## config.mk

```make
export PLATFORM = sky130hd
export DESIGN_NAME = divider_signed_5_seq
export DESIGN_NICKNAME = d
export VERILOG_FILES = /design/src/rtl/divider_signed_5_seq.sv
export SDC_FILE = /design/constraint.sdc
export NUM_CORES = 1
export LEC_CHECK = 0
export BUFFER_PORTS_ARGS = -buffer_cell sky130_fd_sc_hd__buf_2
export CORE_MARGIN = 2
export CORE_UTILIZATION = 48
export DETAILED_ROUTE_END_ITERATION = 16
export PLACE_DENSITY = 0.77
export SKIP_LAST_GASP = 1
export SYNTH_ARGS = -nofsm -noshare
export SYNTH_HDL_FRONTEND = slang
export SYNTH_SLANG_ARGS = --single-unit
```

## constraint.sdc

```tcl
create_clock -name clk -period 4.3 [get_ports clk]
set_input_delay 1.075 -clock clk [delete_from_list [all_inputs] [get_ports clk]]
set_output_delay 1.075 -clock clk [all_outputs]
set_load 0.05 [all_outputs]
```

## src/rtl/divider_signed_5_seq.sv

```systemverilog
// Sequential 10/5 signed divider: restoring division on magnitudes, one quotient
// bit per clock, start/busy/done handshake. Inverts multiplier_signed_5 products.
module divider_signed_5_seq (
  input  logic       clk,
  input  logic       rst_n,
  input  logic       start,
  input  logic [9:0] dividend,
  input  logic [4:0] divisor,
  output logic       busy,
  output logic       done,
  output logic [9:0] quotient,
  output logic [4:0] remainder,
  output logic       div_by_zero,
  output logic       overflow
);

  typedef enum logic [1:0] {IDLE, DIV, FIX} state_t;

  state_t     state_q;
  logic [9:0] dvd_q;       // dividend magnitude, shifted out MSB first; quotient shifts in
  logic [4:0] dsr_q;
  logic [5:0] rem_q;
  logic [3:0] cnt_q;
  logic       sa_q, sb_q;
  logic       busy_q, done_q, dz_q, ovf_q;
  logic [9:0] quo_q;
  logic [4:0] rmd_q;

  logic [6:0] rem_shift_d;
  logic [6:0] trial_d;
  logic [9:0] quo_d;
  logic [4:0] rmd_d;
  logic       dz_d, ovf_d;
  logic [9:0] dvd_abs_d;
  logic [4:0] dsr_abs_d;

  always_comb begin
    dvd_abs_d   = dividend[9] ? 10'(~dividend + 10'd1) : dividend;
    dsr_abs_d   = divisor[4]  ? 5'(~divisor + 5'd1)    : divisor;
    rem_shift_d = {rem_q, dvd_q[9]};
    trial_d     = rem_shift_d - {2'b00, dsr_q};
    dz_d        = (dsr_q == '0);
    // Only -512 / -1 yields a positive magnitude of 512, which has no 10-bit signed form.
    ovf_d       = !dz_d && !(sa_q ^ sb_q) && (dvd_q == 10'h200);
    quo_d       = (sa_q ^ sb_q) ? 10'(~dvd_q + 10'd1) : dvd_q;
    rmd_d       = sa_q ? 5'(~rem_q[4:0] + 5'd1) : rem_q[4:0];
    if (dz_d) begin
      quo_d = '0;
      rmd_d = '0;
    end
  end

  always_ff @(posedge clk or negedge rst_n) begin
    if (!rst_n) begin
      state_q <= IDLE;
      dvd_q   <= '0;
      dsr_q   <= '0;
      rem_q   <= '0;
      cnt_q   <= '0;
      sa_q    <= 1'b0;
      sb_q    <= 1'b0;
      busy_q  <= 1'b0;
      done_q  <= 1'b0;
      dz_q    <= 1'b0;
      ovf_q   <= 1'b0;
      quo_q   <= '0;
      rmd_q   <= '0;
    end else begin
      case (state_q)
        IDLE: begin
          done_q <= 1'b0;
          if (start) begin
            dvd_q   <= dvd_abs_d;
            dsr_q   <= dsr_abs_d;
            sa_q    <= dividend[9];
            sb_q    <= divisor[4];
            rem_q   <= '0;
            cnt_q   <= 4'd9;
            busy_q  <= 1'b1;
            state_q <= DIV;
          end
        end
        DIV: begin
          if (!trial_d[6]) begin
            rem_q <= trial_d[5:0];
            dvd_q <= {dvd_q[8:0], 1'b1};
          end else begin
            rem_q <= rem_shift_d[5:0];
            dvd_q <= {dvd_q[8:0], 1'b0};
          end
          cnt_q <= cnt_q - 4'd1;
          if (cnt_q == '0) state_q <= FIX;
        end
        FIX: begin
          quo_q   <= quo_d;
          rmd_q   <= rmd_d;
          dz_q    <= dz_d;
          ovf_q   <= ovf_d;
          busy_q  <= 1'b0;
          done_q  <= 1'b1;
          state_q <= IDLE;
        end
        default: state_q <= IDLE;
      endcase
    end
  end

  assign busy        = busy_q;
  assign done        = done_q;
  assign quotient    = quo_q;
  assign remainder   = rmd_q;
  assign div_by_zero = dz_q;
  assign overflow    = ovf_q;

endmodule

```

==> results of run 1 <==
[metrics by stage]
stage / instance area (µm²) / worst slack [ps] / power [mW] / util [%] / cells
after CTS: 3115 / 1832 / 2.692 / 56.23 / 412
after global placement: 2994 / 1776 / 2.299 / 54.04 / 404
after global routing: 3115 / 1676 / 2.930 / 56.23 / 412
after floorplan: 2755 / 2091 / 2.008 / - / 305
final: 3115 / 1815 / 2.688 / 56.23 / 412
after detailed placement: 2994 / 1721 / 2.350 / 54.04 / 404
[logic make-up after synthesis]
logic type      share of synthesized area (%)
fa+ha+maj                               5.722
buf+inv                                 4.405
flops                                   43.60
simple gates                            16.08
xor+xnor                                6.994
compound gates                          22.12
mux                                     1.090
[cells in the final DEF (no fill, tap or decap), types with 4 or more instances in the layout]
master and n:
nor4_1 4, nand3_1 7, buf_2 36, nor3_1 11, a31oi_1 7, inv_1 22
nand2b_1 4, nand2_1 40, and3_1 4, xnor2_1 19, nor2_1 13, dfrtp_1 48
o31ai_1 5, a22oi_1 5, clkbuf_8 6, ha_1 11, a32oi_1 4, a21oi_1 10
o21ai_0 37, nor2b_1 4
[power groups by stage]
stage          Combinational (mW)  Clock [mW]  Sequential (mW)
4_1_cts                      1.49       0.346            0.858
5_1_grt                      1.67       0.366            0.890
3_3_place_gp                 1.44           0            0.858
3_5_place_dp                 1.48           0            0.867
2_1_floorplan               0.988           0             1.02
6_report                     1.49       0.338            0.862
[how the worst max path moves through the flow]
stage	from	cells past startpoint	slack, ps	endpoint
final	dvd_q[9]	8	1820	rem_q[4]
after global routing	dvd_q[9]	8	1680	dvd_q[0]
after global placement	start	5	1780	rem_q[3]
after detailed placement	start	5	1720	rem_q[3]
after CTS	dvd_q[9]	8	1830	rem_q[4]
after floorplan	dvd_q[9]	8	2090	rem_q[4]
[sequential cells by signal, indices dropped and copies added (netlist names)]
signal / cells
remainder: 5
rem_q: 6
div_by_zero: 1
sa_q: 1
done: 1
sb_q: 1
dvd_q: 10
quotient: 10
busy: 1
dsr_q: 5
overflow: 1
state_q: 2
cnt_q: 4
[tightest hold or removal path: cells and delay by family (launching register included)]
kind | cells | cell delay (ps)
AOI/OAI and AO/OA | 1 | 60
DFF | 1 | 340
and+or+nand+nor | 1 | 40
[area by class of cell]
| cell class | count | area (µm²) |
|---|---|---|
| sequential | 48 | 1201 |
| tap | 72 | 90.09 |
| clock inverter | 2 | 38.79 |
| multi-input combinational | 225 | 1433 |
| inverter | 22 | 82.58 |
| fill | 499 | 2425 |
| timing repair buffer | 37 | 187.7 |
| clock buffer | 6 | 82.58 |
[per-layer routing]
metal / share of wire, % / up-vias
met3: 4.3 / 9
met5: 0 / -
li1: - / 1159
met2: 46 / 66
met4: 1.4 / 0
met1: 48 / 1138
==> results.cfg, run 1 <==
[detailed_routing]
via_count = 2372
drtIter0Drc = 173
vias_per_cell = 5.757
remaining_drc_errors = 0
routed_wl_mm = 6.028
firstDrtPassIters = 4
ant_nets = 0
wl_per_cell_um = 14.63

[global_routing]
met1_usage_pct = 28.84
use_met2_pct = 32.35
grt_antenna_before_repair = 0
grt_max_degree = 49
grt_pass1_vias = 2241
grt_first_pass_wirelength_mm = 10.31
use_met3_pct = 2.715
track_usage_pct = 20.40
busiest_layer = met2
overflow = 0

[clock_tree]
ctsResizeCount = 0
cts.sinks = 48
post_cts_buffers = 0
clock_latency_ps = 300
cts_root_buffer = clkbuf_8
cts-buffers-inserted = 5
postCtsHoldBufs = 0
cts_tree = done
cts_buffer_depth = 2
path_clk_slew_ps = 90
htree_levels = 2

[cells_and_area]
fin_nets = 369
drive_above_1_share_pct = 15.29
area_delta_synth_final_pct = 13.08
n_antenna_cell = 0

[floorplanning]
rows = 27
fp.dieArea_mm2 = 0.006362
die_h_um = 79.76
die_w_um = 79.76
start_util_pct = 49.73
io_pins = 37
core_mm2 = 0.005540

[sta]
max-slew-margin-rel_pct = 20.47
post-route-period-util_pct = 57.78
rsz0062_at_grt = no
finalCriticalPeriod_ps = 2485
max_slew.worst_pin.slew_ps = 1180
skew_ps = 10.05
maxSlewViolCount = 0
fmax_mhz = 402.5
tns_ps = 0
setup_viol = 0
finalHoldViolations = 0
hold_ws_ps = 476.9

[setup_path]
r2r_setup_slack_ps = 1820
crit_buf_inv = 2
cp.arrival_ps = 2670
reg2reg_depth = 8
critPathCaptureType = flip-flop
worst_setup_path_start_kind = flip-flop
crit_family = compound AO/OA/AOI/OAI gates
cpPeakStageDelay_ps = 430
required_ps = 4480
rr_startpoint = dvd_q[9]
worst-path-max-fanout = 5
worstSetupPathType = reg2reg
r2r_end = rem_q[4]
crit_chain = inv_1 -> ha_1 -> inv_1 -> fa_1 -> a211o_2 -> a21boi_1 -> a2111oi_2 -> a311o_2
cpMaxStageDelayCell = dfrtp_1
cpMostUsedCell = inv_1

[yosys]
synth-edff-count = 0
yosysSeqAreaShare_pct = 43.60
yosys_warnings = 0
ys_types = 45
synth-seq-cells = 48
synth_top_cell_by_area = dfrtp_1
synth_nets = 335
yosys-top-cells-count = dfrtp_1 (48), nand2_1 (40), o21ai_0 (37)
async_flop_share_pct = 100.0
synth.avg_cell_area_um2 = 9.033
synth_top_area_share_pct = 43.60
yosys_most_used_dff = dfrtp_1
synthCells = 305
syn-cell-area_mm2 = 0.002755
synth_most_common_cell = dfrtp_1
synth.area.top_cells = dfrtp_1 (44%), o21ai_0 (6.7%), xnor2_1 (6.0%), nand2_1 (5.4%), ha_1 (5.0%)

[power_and_ir_drop]
p_clk_share_pct = 12.6
p_sw_mw = 1.275
pwr-share-seq_pct = 32.1
power_density_mw_per_mm2 = 862.9
vdd_drop_max_mv = 0.3086
combPwrFrac_pct = 55.4
intPower_mw = 1.413
leakagePower_nw = 1.439
swShare_pct = 47.44

[min_path]
hold_depth = 2
min_to = remainder[1]
min_path_type = reg2reg
hp-start = remainder[1]

[place]
io_buffers = 36
dp_hpwl_mm = 4.445
gp_congestion = 0.8253

[run_status]
status = finished clean

[run]
max_cap_viol_count = 0
No activity file was read; power rests on OpenSTA's default activity.
==> run 2, diff against run 1 <==
==> constraint.sdc (replaced) <==
create_clock -name clk -period 2.42 [get_ports clk]
set_input_delay 0.605 -clock clk [delete_from_list [all_inputs] [get_ports clk]]
set_output_delay 0.605 -clock clk [all_outputs]
set_load 0.05 [all_outputs]
==> run 2 against run 1 <==
Against the previous run: hold slack lost 200 ps; final cell count increased by 1.9%; first-iteration DRC count fell by 24%; flip-flop and latch count is the same; sequential share of layout area fell by 0.62 points; combinational power grew 87%; worst setup slack worse by 1700 ps; global-route usage up 0.74 points; final area grew 1.6%; largest cell class unchanged.
==> results.cfg, run 2 (same netlist as run 1, synthesis figures left out) <==
[floorplanning]
fp.dieArea_mm2 = 0.006362
io_pins = 37
die_w_um = 79.76
rows = 27
start_util_pct = 49.73
core_mm2 = 0.005540
die_h_um = 79.76

[cells_and_area]
fin_nets = 377
n_antenna_cell = 0
fin_area_mm2 = 0.003167
drive_above_1_share_pct = 17.53
final_cells = 420
final_cell_mix = dfrtp_1 (48), nand2_1 (40), o21ai_0 (37)
area_delta_synth_final_pct = 14.94
final_common_cell = dfrtp_1

[detailed_routing]
drtIter0Drc = 132
wl_per_cell_um = 14.62
via_count = 2374
vias_per_cell = 5.652
routed_wl_mm = 6.139
ant_nets = 0
remaining_drc_errors = 0
firstDrtPassIters = 4

[sta]
max_slew.worst_pin.slew_ps = 579.8
maxSlewViolCount = 0
finalCriticalPeriod_ps = 2341
max-slew-margin-rel_pct = 60.99
rsz0062_at_grt = yes
finalHoldViolations = 0
setup_viol = 0
skew_ps = 4.337
fmax_mhz = 427.1
post-route-period-util_pct = 96.74

[setup_path]
worst-path-max-fanout = 4
worstSetupPathType = reg2reg
worst_setup_path_start_kind = flip-flop
reg2reg_depth = 8
critPathCaptureType = flip-flop
required_ps = 2680
cp.arrival_ps = 2600

[place]
io_buffers = 36
dp_cells = 412
dp_hpwl_mm = 4.648
place_area_mm2 = 0.003067
gp_congestion = 0.9394

[clock_tree]
clock_latency_ps = 310
postCtsHoldBufs = 0
cts_root_buffer = clkbuf_8
cts_tree = done
ctsResizeCount = 0
cts-buffers-inserted = 5
post_cts_buffers = 0
htree_levels = 2
path_clk_slew_ps = 90
cts.sinks = 48
cts_buffer_depth = 2

[power_and_ir_drop]
power_density_mw_per_mm2 = 1522
leakagePower_nw = 1.472
vdd_drop_max_mv = 0.7549

[global_routing]
track_usage_pct = 21.14
overflow = 0
grt_max_degree = 26
grt_pass1_vias = 2239
grt_first_pass_wirelength_mm = 10.47
grt_antenna_before_repair = 0

[run]
max_cap_viol_count = 0

[run_status]
status = finished clean

[min_path]
min_path_type = in2async
[run 2: final cells by class]
cell class,count,area [µm²]
Clock buffer,6,82.58
Sequential cell,48,1201
Clock inverter,2,13.76
Multi-Input combinational cell,225,1436
Fill cell,494,2374
Tap cell,72,90.09
Timing Repair Buffer,45,260.3
Inverter,22,82.58
[run 2: metrics by stage]
step | setup slack [ps] | setup TNS (ps) | hold slack (ps) | power [mW] | utilization, %
CTS | 74.59 | 0 | 293.9 | 4.792 | 57.09
global placement | 173.9 | 0 | 456.1 | 4.169 | 55.35
floorplan | 210.6 | 0 | 309.4 | 3.567 | -
global route | -49.40 | -173.8 | 309.5 | 5.209 | 57.16
detailed placement | 110.0 | 0 | 464.8 | 4.262 | 55.35
finish | 78.85 | 0 | 279.4 | 4.821 | 57.16
[run 2: routing by layer]
layer / up-vias / routed length [µm] / track usage (%)
met4: 0 / 129 / 7.966
li1: 1172 / - / -
met2: 78 / 2812 / 33.61
met3: 14 / 291 / 3.846
met5: - / 0 / 0
met1: 1110 / 2907 / 28.83
[run 2: worst paths after layout]
check                           slack, ps     endpoint        start
worst min-delay path                  280  quotient[9]        rst_n
min in group clk                      480  quotient[6]  quotient[6]
worst max register to register         80     rem_q[4]     dvd_q[9]
worst max-delay path                   80     rem_q[4]     dvd_q[9]
max in group asynchronous            1610     cnt_q[2]        rst_n
worst min register to register        480  quotient[6]  quotient[6]
[run 2: worst max-delay path, stage by stage, from the launching register on]
cell	delay (ps)
dfrtp_1	420
inv_1	100
ha_1	170
inv_1	50
fa_1	440
a211oi_1	400
o21ai_0	190
a2111oi_2	340
a311o_2	160
[run 2: power breakdown]
part | total [mW] | switching, mW | internal, mW
combinational | 2.79 | 1.68 | 1.10
clock | 0.515 | 0.281 | 0.234
sequential | 1.52 | 0.368 | 1.15
